**config.mk**
```make
export PLATFORM = sky130hd
export DESIGN_NAME = dmem_arbiter
export DESIGN_NICKNAME = d
export VERILOG_FILES = /design/src/rtl/dmem_arbiter.sv
export SDC_FILE = /design/constraint.sdc
export NUM_CORES = 1
export LEC_CHECK = 0
export CORE_MARGIN = 2
export CORE_UTILIZATION = 31
export DETAILED_ROUTE_END_ITERATION = 10
export PLACE_DENSITY_LB_ADDON = 0.05
export SYNTH_ARGS = -nofsm -noshare
export SYNTH_HDL_FRONTEND = slang
export SYNTH_SLANG_ARGS = --single-unit
```
**constraint.sdc**
```tcl
create_clock -name clk -period 2 [get_ports clk]
set_input_delay 0.3 -clock clk [delete_from_list [all_inputs] [get_ports clk]]
set_output_delay 0.3 -clock clk [all_outputs]
set_load 0.005 [all_outputs]
```
**src/rtl/dmem_arbiter.sv**
```systemverilog
// Two-port round-robin arbiter in front of a single data memory. Each
// ownership is capped at MAX_BURST accepted cycles while the other port waits.
module dmem_arbiter_rport #(
    parameter int DW = 32
) (
    input  logic          clk,
    input  logic          reset,
    input  logic          acc,
    input  logic          we,
    input  logic [DW-1:0] mem_rdata,
    output logic [DW-1:0] rdata,
    output logic          rvalid
);
    always_ff @(posedge clk or negedge reset) begin
        if (!reset) begin
            rdata  <= '0;
            rvalid <= 1'b0;
        end else begin
            rvalid <= acc && !we;
            if (acc && !we)
                rdata <= mem_rdata;
        end
    end
endmodule

module dmem_arbiter #(
    parameter int AW        = 32,
    parameter int DW        = 32,
    parameter int MAX_BURST = 4
) (
    input  logic          clk,
    input  logic          reset,
    input  logic          req0,
    input  logic          we0,
    input  logic [AW-1:0] addr0,
    input  logic [DW-1:0] wdata0,
    output logic          gnt0,
    output logic [DW-1:0] rdata0,
    output logic          rvalid0,
    input  logic          req1,
    input  logic          we1,
    input  logic [AW-1:0] addr1,
    input  logic [DW-1:0] wdata1,
    output logic          gnt1,
    output logic [DW-1:0] rdata1,
    output logic          rvalid1,
    output logic          mem_we,
    output logic [AW-1:0] mem_addr,
    output logic [DW-1:0] mem_wdata,
    input  logic [DW-1:0] mem_rdata
);
    localparam int CW = (MAX_BURST > 1) ? $clog2(MAX_BURST) : 1;
    localparam logic [CW-1:0] LAST = CW'(MAX_BURST - 1);

    typedef enum logic [1:0] {IDLE, OWN0, OWN1} state_t;

    state_t            state, nxt;
    logic [CW-1:0]     cnt;
    logic              ptr;  // 0: port 0 wins a tie in IDLE
    logic [1:0]        req, we, acc, rvalid;
    logic [1:0][DW-1:0] rdata;

    assign req = {req1, req0};
    assign we  = {we1, we0};
    assign acc = req & {gnt1, gnt0};

    always_comb begin
        nxt = state;
        case (state)
            IDLE: begin
                if (req0 && (!req1 || !ptr)) nxt = OWN0;
                else if (req1)               nxt = OWN1;
            end
            OWN0: begin
                if (!req0)                   nxt = req1 ? OWN1 : IDLE;
                else if (req1 && cnt == LAST) nxt = OWN1;
            end
            OWN1: begin
                if (!req1)                   nxt = req0 ? OWN0 : IDLE;
                else if (req0 && cnt == LAST) nxt = OWN0;
            end
            default: nxt = IDLE;
        endcase
    end

    // Count saturates at LAST so a port that arrives after a long solo
    // ownership gets the memory on the very next edge.
    always_ff @(posedge clk or negedge reset) begin
        if (!reset) begin
            state <= IDLE;
            gnt0  <= 1'b0;
            gnt1  <= 1'b0;
            cnt   <= '0;
            ptr   <= 1'b0;
        end else begin
            state <= nxt;
            gnt0  <= (nxt == OWN0);
            gnt1  <= (nxt == OWN1);
            if (nxt != state)
                cnt <= '0;
            else if (|acc && cnt != LAST)
                cnt <= cnt + CW'(1);
            if (nxt != state && nxt == OWN0) ptr <= 1'b1;
            if (nxt != state && nxt == OWN1) ptr <= 1'b0;
        end
    end

    always_comb begin
        mem_we    = 1'b0;
        mem_addr  = '0;
        mem_wdata = '0;
        case (state)
            OWN0: begin
                mem_we    = req0 && we0;
                mem_addr  = addr0;
                mem_wdata = wdata0;
            end
            OWN1: begin
                mem_we    = req1 && we1;
                mem_addr  = addr1;
                mem_wdata = wdata1;
            end
            default: ;
        endcase
    end

    for (genvar p = 0; p < 2; p++) begin : g_rport
        dmem_arbiter_rport #(.DW(DW)) u_rport (
            .clk       (clk),
            .reset     (reset),
            .acc       (acc[p]),
            .we        (we[p]),
            .mem_rdata (mem_rdata),
            .rdata     (rdata[p]),
            .rvalid    (rvalid[p])
        );
    end

    assign rdata0  = rdata[0];
    assign rdata1  = rdata[1];
    assign rvalid0 = rvalid[0];
    assign rvalid1 = rvalid[1];
endmodule
```
# == Word-level counts from Yosys, hierarchy flattened ==
# Index checks and enable logic that the tools add are counted.
# word_totals
wordCells,53
register_bits,73
in_bits,166
output_inout_bits,133
# classes
n_eq_ne,7
reduce_logical,19
addsub,1
muxes,16
bitwise_logic,1
# op_table
cell,count
$pmux 32 s2,2
$mux 2,9
$logic_and 1x1->1,10
$eq 2x2->1 const B,3
$pmux 2 s3,1
$eq 2x1->1 const B,2
$logic_not 1->1,4
$reduce_bool 2->1,2
$mux 1,3
$add 2x1->2 const B,1
$and 2x2->2,1
$logic_not 2->1,1
$ne 2x2->1,1
$ne 2x2->1 const B,1
$pmux 1 s2,1
$reduce_or 2->1,1
$logic_or 1x1->1,1

# == Logic depth before layout (Yosys ltp) ==
# logic_depth
depth_word,9
depth_mapped,8
mapped_depth_nobuf,7

# == Cells and area by module ==
# Synthesis repeated with hierarchy kept, for this count alone.
# unflattened
hier_cells,359
area_unflattened_um2,4369.2
# modules_own_cells
mod,seq_area_each_um2,instances,area_per_inst_um2,cells_per_inst
dmem_arbiter_rport,825.8,2,1380.1,70
dmem_arbiter,175.2,1,1609.0,219

# == Worst setup path after synthesis ==
# No wires, ideal clock.
# synth_path
kind,reg2out
from,reg state[0]
to,out mem_addr[27]
path_buffers,3
path_stages_with_launch,8
arrival_time_ps,1658
required_ps,1700
slack_ps,42
path_cell_list,dfrtp_1 buf_2 inv_1 ha_1 clkbuf_1 buf_1 a22oi_1 nor2b_1
# synth_via
elab_chain_cells,2
elab_cells_between_ends,3
classes_between,2 x eq/ne; 1 x mux
# synth_lines
item,line,text
start: declaration,57,"state_t state, nxt;"
start signal: assignment,96,state <= nxt;
$eq 2x2->1 / $eq 2x1->1 (equally long branches),112,case (state)
$pmux 32 s2 (*),112,
end: declaration,48,"output logic [AW-1:0] mem_addr,"
# Every way passes the cells marked *; elsewhere a longest branch is shown, timed or not.

# == Final worst setup path ==
# layout_path
from,reg state[0]
to,out mem_wdata[12]
# layout_via
elab_chain_cells,2
elab_cells_between_ends,3
classes_between,2 x eq/ne; 1 x mux
# layout_lines
item,line,text
$eq 2x2->1 / $eq 2x1->1 (equally long branches),112,
$pmux 32 s2 (*),112,
end: declaration,49,"output logic [DW-1:0] mem_wdata,"
# Marks and branches as above.

==> flow_metrics.py <==
metrics = {
    "outcome": {
        "status": "finished with violations",
        "failed_checks": "negative hold slack, negative setup slack",
    },
    "logic_synthesis": {
        "yosysWarnings": 0,
        "netlist_top_cells_area": "dfrtp_1 (45%), nand2_1 (18%), a22oi_1 (12%)",
        "ys_seq_area_frac": 0.452,
        "synth-seq-cells": 73,
        "synth.avg_cell_area_um2": 8.21,
        "synth_edf_count": 0,
        "yosysTopAreaCell": "dfrtp_1",
        "synth_nets": 663,
        "async_flop_share": 1.00,
        "synth_top_area_frac": 0.452,
        "synth_cell_types": 37,
        "syn_area_um2": 4040,
        "synthFlopType": "dfrtp_1",
        "synth_cells": 492,
    },
    "clocking": {
        "cts_buffers": 9,
        "holdBufCountCts": 0,
        "htree_levels": 3,
        "cts-root-buf": "clkbuf_16",
        "cts.path.max_buffers": 2,
        "cts.sinks": 73,
        "clk_latency_ns": 0.33,
        "tritoncts": "yes",
        "path_clk_slew_ns": 0.06,
    },
    "sta": {
        "period_share": 1.12,
        "finalWorstSetupSlack_ns": -0.239,
        "drv_slew": 0,
        "fmax_mhz": 447,
        "rsz0062_at_grt": "yes",
        "fin_crit_ns": 2.24,
        "timing.final.hold_violations": 4,
        "skew_ns": 0.0108,
        "worst_slew_pin_slew_ns": 0.462,
        "setup_viol": 71,
        "whs_ns": -0.0132,
        "relSlewSlack": 0.689,
    },
    "power": {
        "power_switching_share": 0.359,
        "ir_worst_vdd_v": 0.000756,
        "leakage_nw": 3.90,
        "seq_power_share": 0.197,
        "cellPowerDensity_nw_per_um2": 1470,
        "p_sw_w": 0.00462,
        "power.internal_w": 0.00824,
        "combPwrFrac": 0.687,
        "clockPowerShare": 0.116,
    },
    "global_routing": {
        "grt_pass1_vias": 5285,
        "gr-usage-met3": 0.0695,
        "track_usage": 0.281,
        "grt-ovfl-total": 0,
        "antenna_found_initial": 2,
        "use_met2": 0.482,
        "grt_pass1_wl_mm": 30.2,
        "grt_max_degree": 74,
        "grtUsageMet1": 0.346,
        "busiest_layer": "met2",
    },
    "placement": {
        "gp_congestion": 0.936,
        "dp_slack_ns": -0.222,
        "post-dp-hpwl_mm": 13.5,
        "portBuffers": 298,
        "place_area_um2": 7390,
        "dp_cells": 951,
    },
    "routing": {
        "wl_per_cell_um": 20.2,
        "ant_nets": 0,
        "drc_errors": 0,
        "detail_route.iter0.violations": 386,
        "num_vias": 5097,
        "first_pass_iters": 5,
        "wl_mm": 20.5,
        "vias_per_cell": 5.01,
    },
    "cells_and_area": {
        "nNetsFinal": 1011,
        "fill_cells": 992,
        "layout.cells.non_filler": 1017,
        "finalInstanceArea_um2": 8760,
        "multiInputGateArea_um2": 2580,
        "seqCellArea_um2": 1830,
        "syn2layout_area_growth_pct": 117,
        "diodes": 0,
        "fin_util": 0.691,
        "layout-drive-gt1-share": 0.315,
        "final_common_cell": "clkdlybuf4s50_1",
        "final_cell_mix": "clkdlybuf4s50_1 (232), nand2_1 (196), dfrtp_1 (73)",
    },
    "worst_hold_path": {
        "holdCritPathClass": "input pin to async pin",
    },
    "floorplanning": {
        "rows": 41,
        "coreArea_um2": 12700,
        "pin_count": 299,
        "dieWidth_um": 118,
        "dieArea_um2": 14000,
        "start_util": 0.319,
        "die_h_um": 118,
    },
    "setup_path": {
        "slowest_stage": "dfrtp_1",
        "path_buf_inv": 5,
        "critical_path.startpoint": "state[0]$_DFF_PN0_",
        "ff2ff_path_depth": 9,
        "cp.arrival_ns": 1.94,
        "crit_chain": "buf_6 -> ha_4 -> buf_4 -> buf_12 -> buf_16 -> a22oi_2 -> nor2b_2 -> buf_2",
        "critical_path_required_ns": 1.70,
        "r2r-end": "ptr$_DFFE_PN0P_",
        "r2r_start": "state[0]$_DFF_PN0_",
        "crit_family": "buffers and inverters",
        "end_kind": "primary output",
        "rrSetupSlack_ns": -0.20,
        "worst-setup-path-type": "flip-flop to primary output",
        "max_stage_delay_ns": 0.41,
        "worstPathMaxFanout": 6,
        "critPathLaunchType": "flip-flop",
    },
    "run": {
        "cap_violations": 0,
    },
}
==> registers in the layout (all words and copies together) (netlist names) <==
name                    count
g_rport.u_rport.rvalid      2
ptr                         1
gnt1                        1
state                       2
g_rport.u_rport.rdata      64
cnt                         2
gnt0                        1
==> stage by stage <==
stage | total power (W) | setup TNS, ns
finish | 0.0129 | -6.57
global route | 0.0135 | -9.76
CTS | 0.0123 | -2.72
detailed placement | 0.00850 | -1.86
global placement | 0.00843 | -1.12
floorplan | 0.00494 | 0
==> synthesized netlist by cell type, drive strengths merged (2+ instances only) <==
library cell and n:
dfrtp 73, a21oi 2, nor3 3, and3 2, and2 3, nand2 199, nor2b 66, nand3b 4
a21boi 2, o21ai 3, a22oi 67, buf 11, nor2 2, inv 6, nand3 3, clkbuf 25
ha 5
==> how the worst max path moves through the flow <==
stage / to / slack [ns] / cells past startpoint
floorplan: mem_addr[27] / 0.04 / 7
global placement: mem_wdata[10] / -0.18 / 6
detailed placement: ptr$_DFFE_PN0P_ / -0.22 / 6
CTS: ptr$_DFFE_PN0P_ / -0.16 / 9
global route: ptr$_DFFE_PN0P_ / -0.27 / 9
finish: mem_wdata[12] / -0.24 / 8
==> power groups by stage <==
stage | Sequential [W] | Combinational (W) | Clock [W]
after global routing | 0.00262 | 0.00933 | 0.00158
after detailed placement | 0.00254 | 0.00596 | 0
after CTS | 0.00253 | 0.00822 | 0.00152
after floorplan | 0.00257 | 0.00237 | 0
after global placement | 0.00252 | 0.00591 | 0
final | 0.00253 | 0.00884 | 0.00149
==> layer usage <==
layer	vias to the layer above	wire length, um
li1	2337	-
met1	2476	8000
met2	242	10400
met3	40	1580
met4	2	490
met5	-	8
==> repair_timing <==
action,4_1_cts,5_1_grt
endpoints found under the setup margin,67,66
setup buffers,26,12
gates cloned,15,2
pin swaps,29,24
resized for setup,368,40
hold endpoints to repair,0,0
==> area by class of cell <==
| cell class | count | share of cell area |
|---|---|---|
| multi-input cells | 377 | 0.295 |
| repair buffers | 373 | 0.436 |
| clock buffers | 11 | 0.0277 |
| well taps | 172 | 0.0246 |
| clock inverters | 5 | 0.00443 |
| flip-flops and latches | 73 | 0.209 |
| inverters | 6 | 0.00314 |
==> cells by family (layout without fill, tap and decap cells) <==
| family | after synthesis | in the layout | share of synthesized area |
|---|---|---|---|
| buf+inv | 42 | 395 | 0.0415 |
| simple gates | 285 | 285 | 0.319 |
| flops | 73 | 73 | 0.452 |
| compound gates | 85 | 85 | 0.167 |
| fa+ha+maj | 5 | 5 | 0.0155 |
| mux | 1 | 1 | 0.00248 |
| xor+xnor | 1 | 1 | 0.00217 |
No activity file was read; power rests on OpenSTA's default activity.
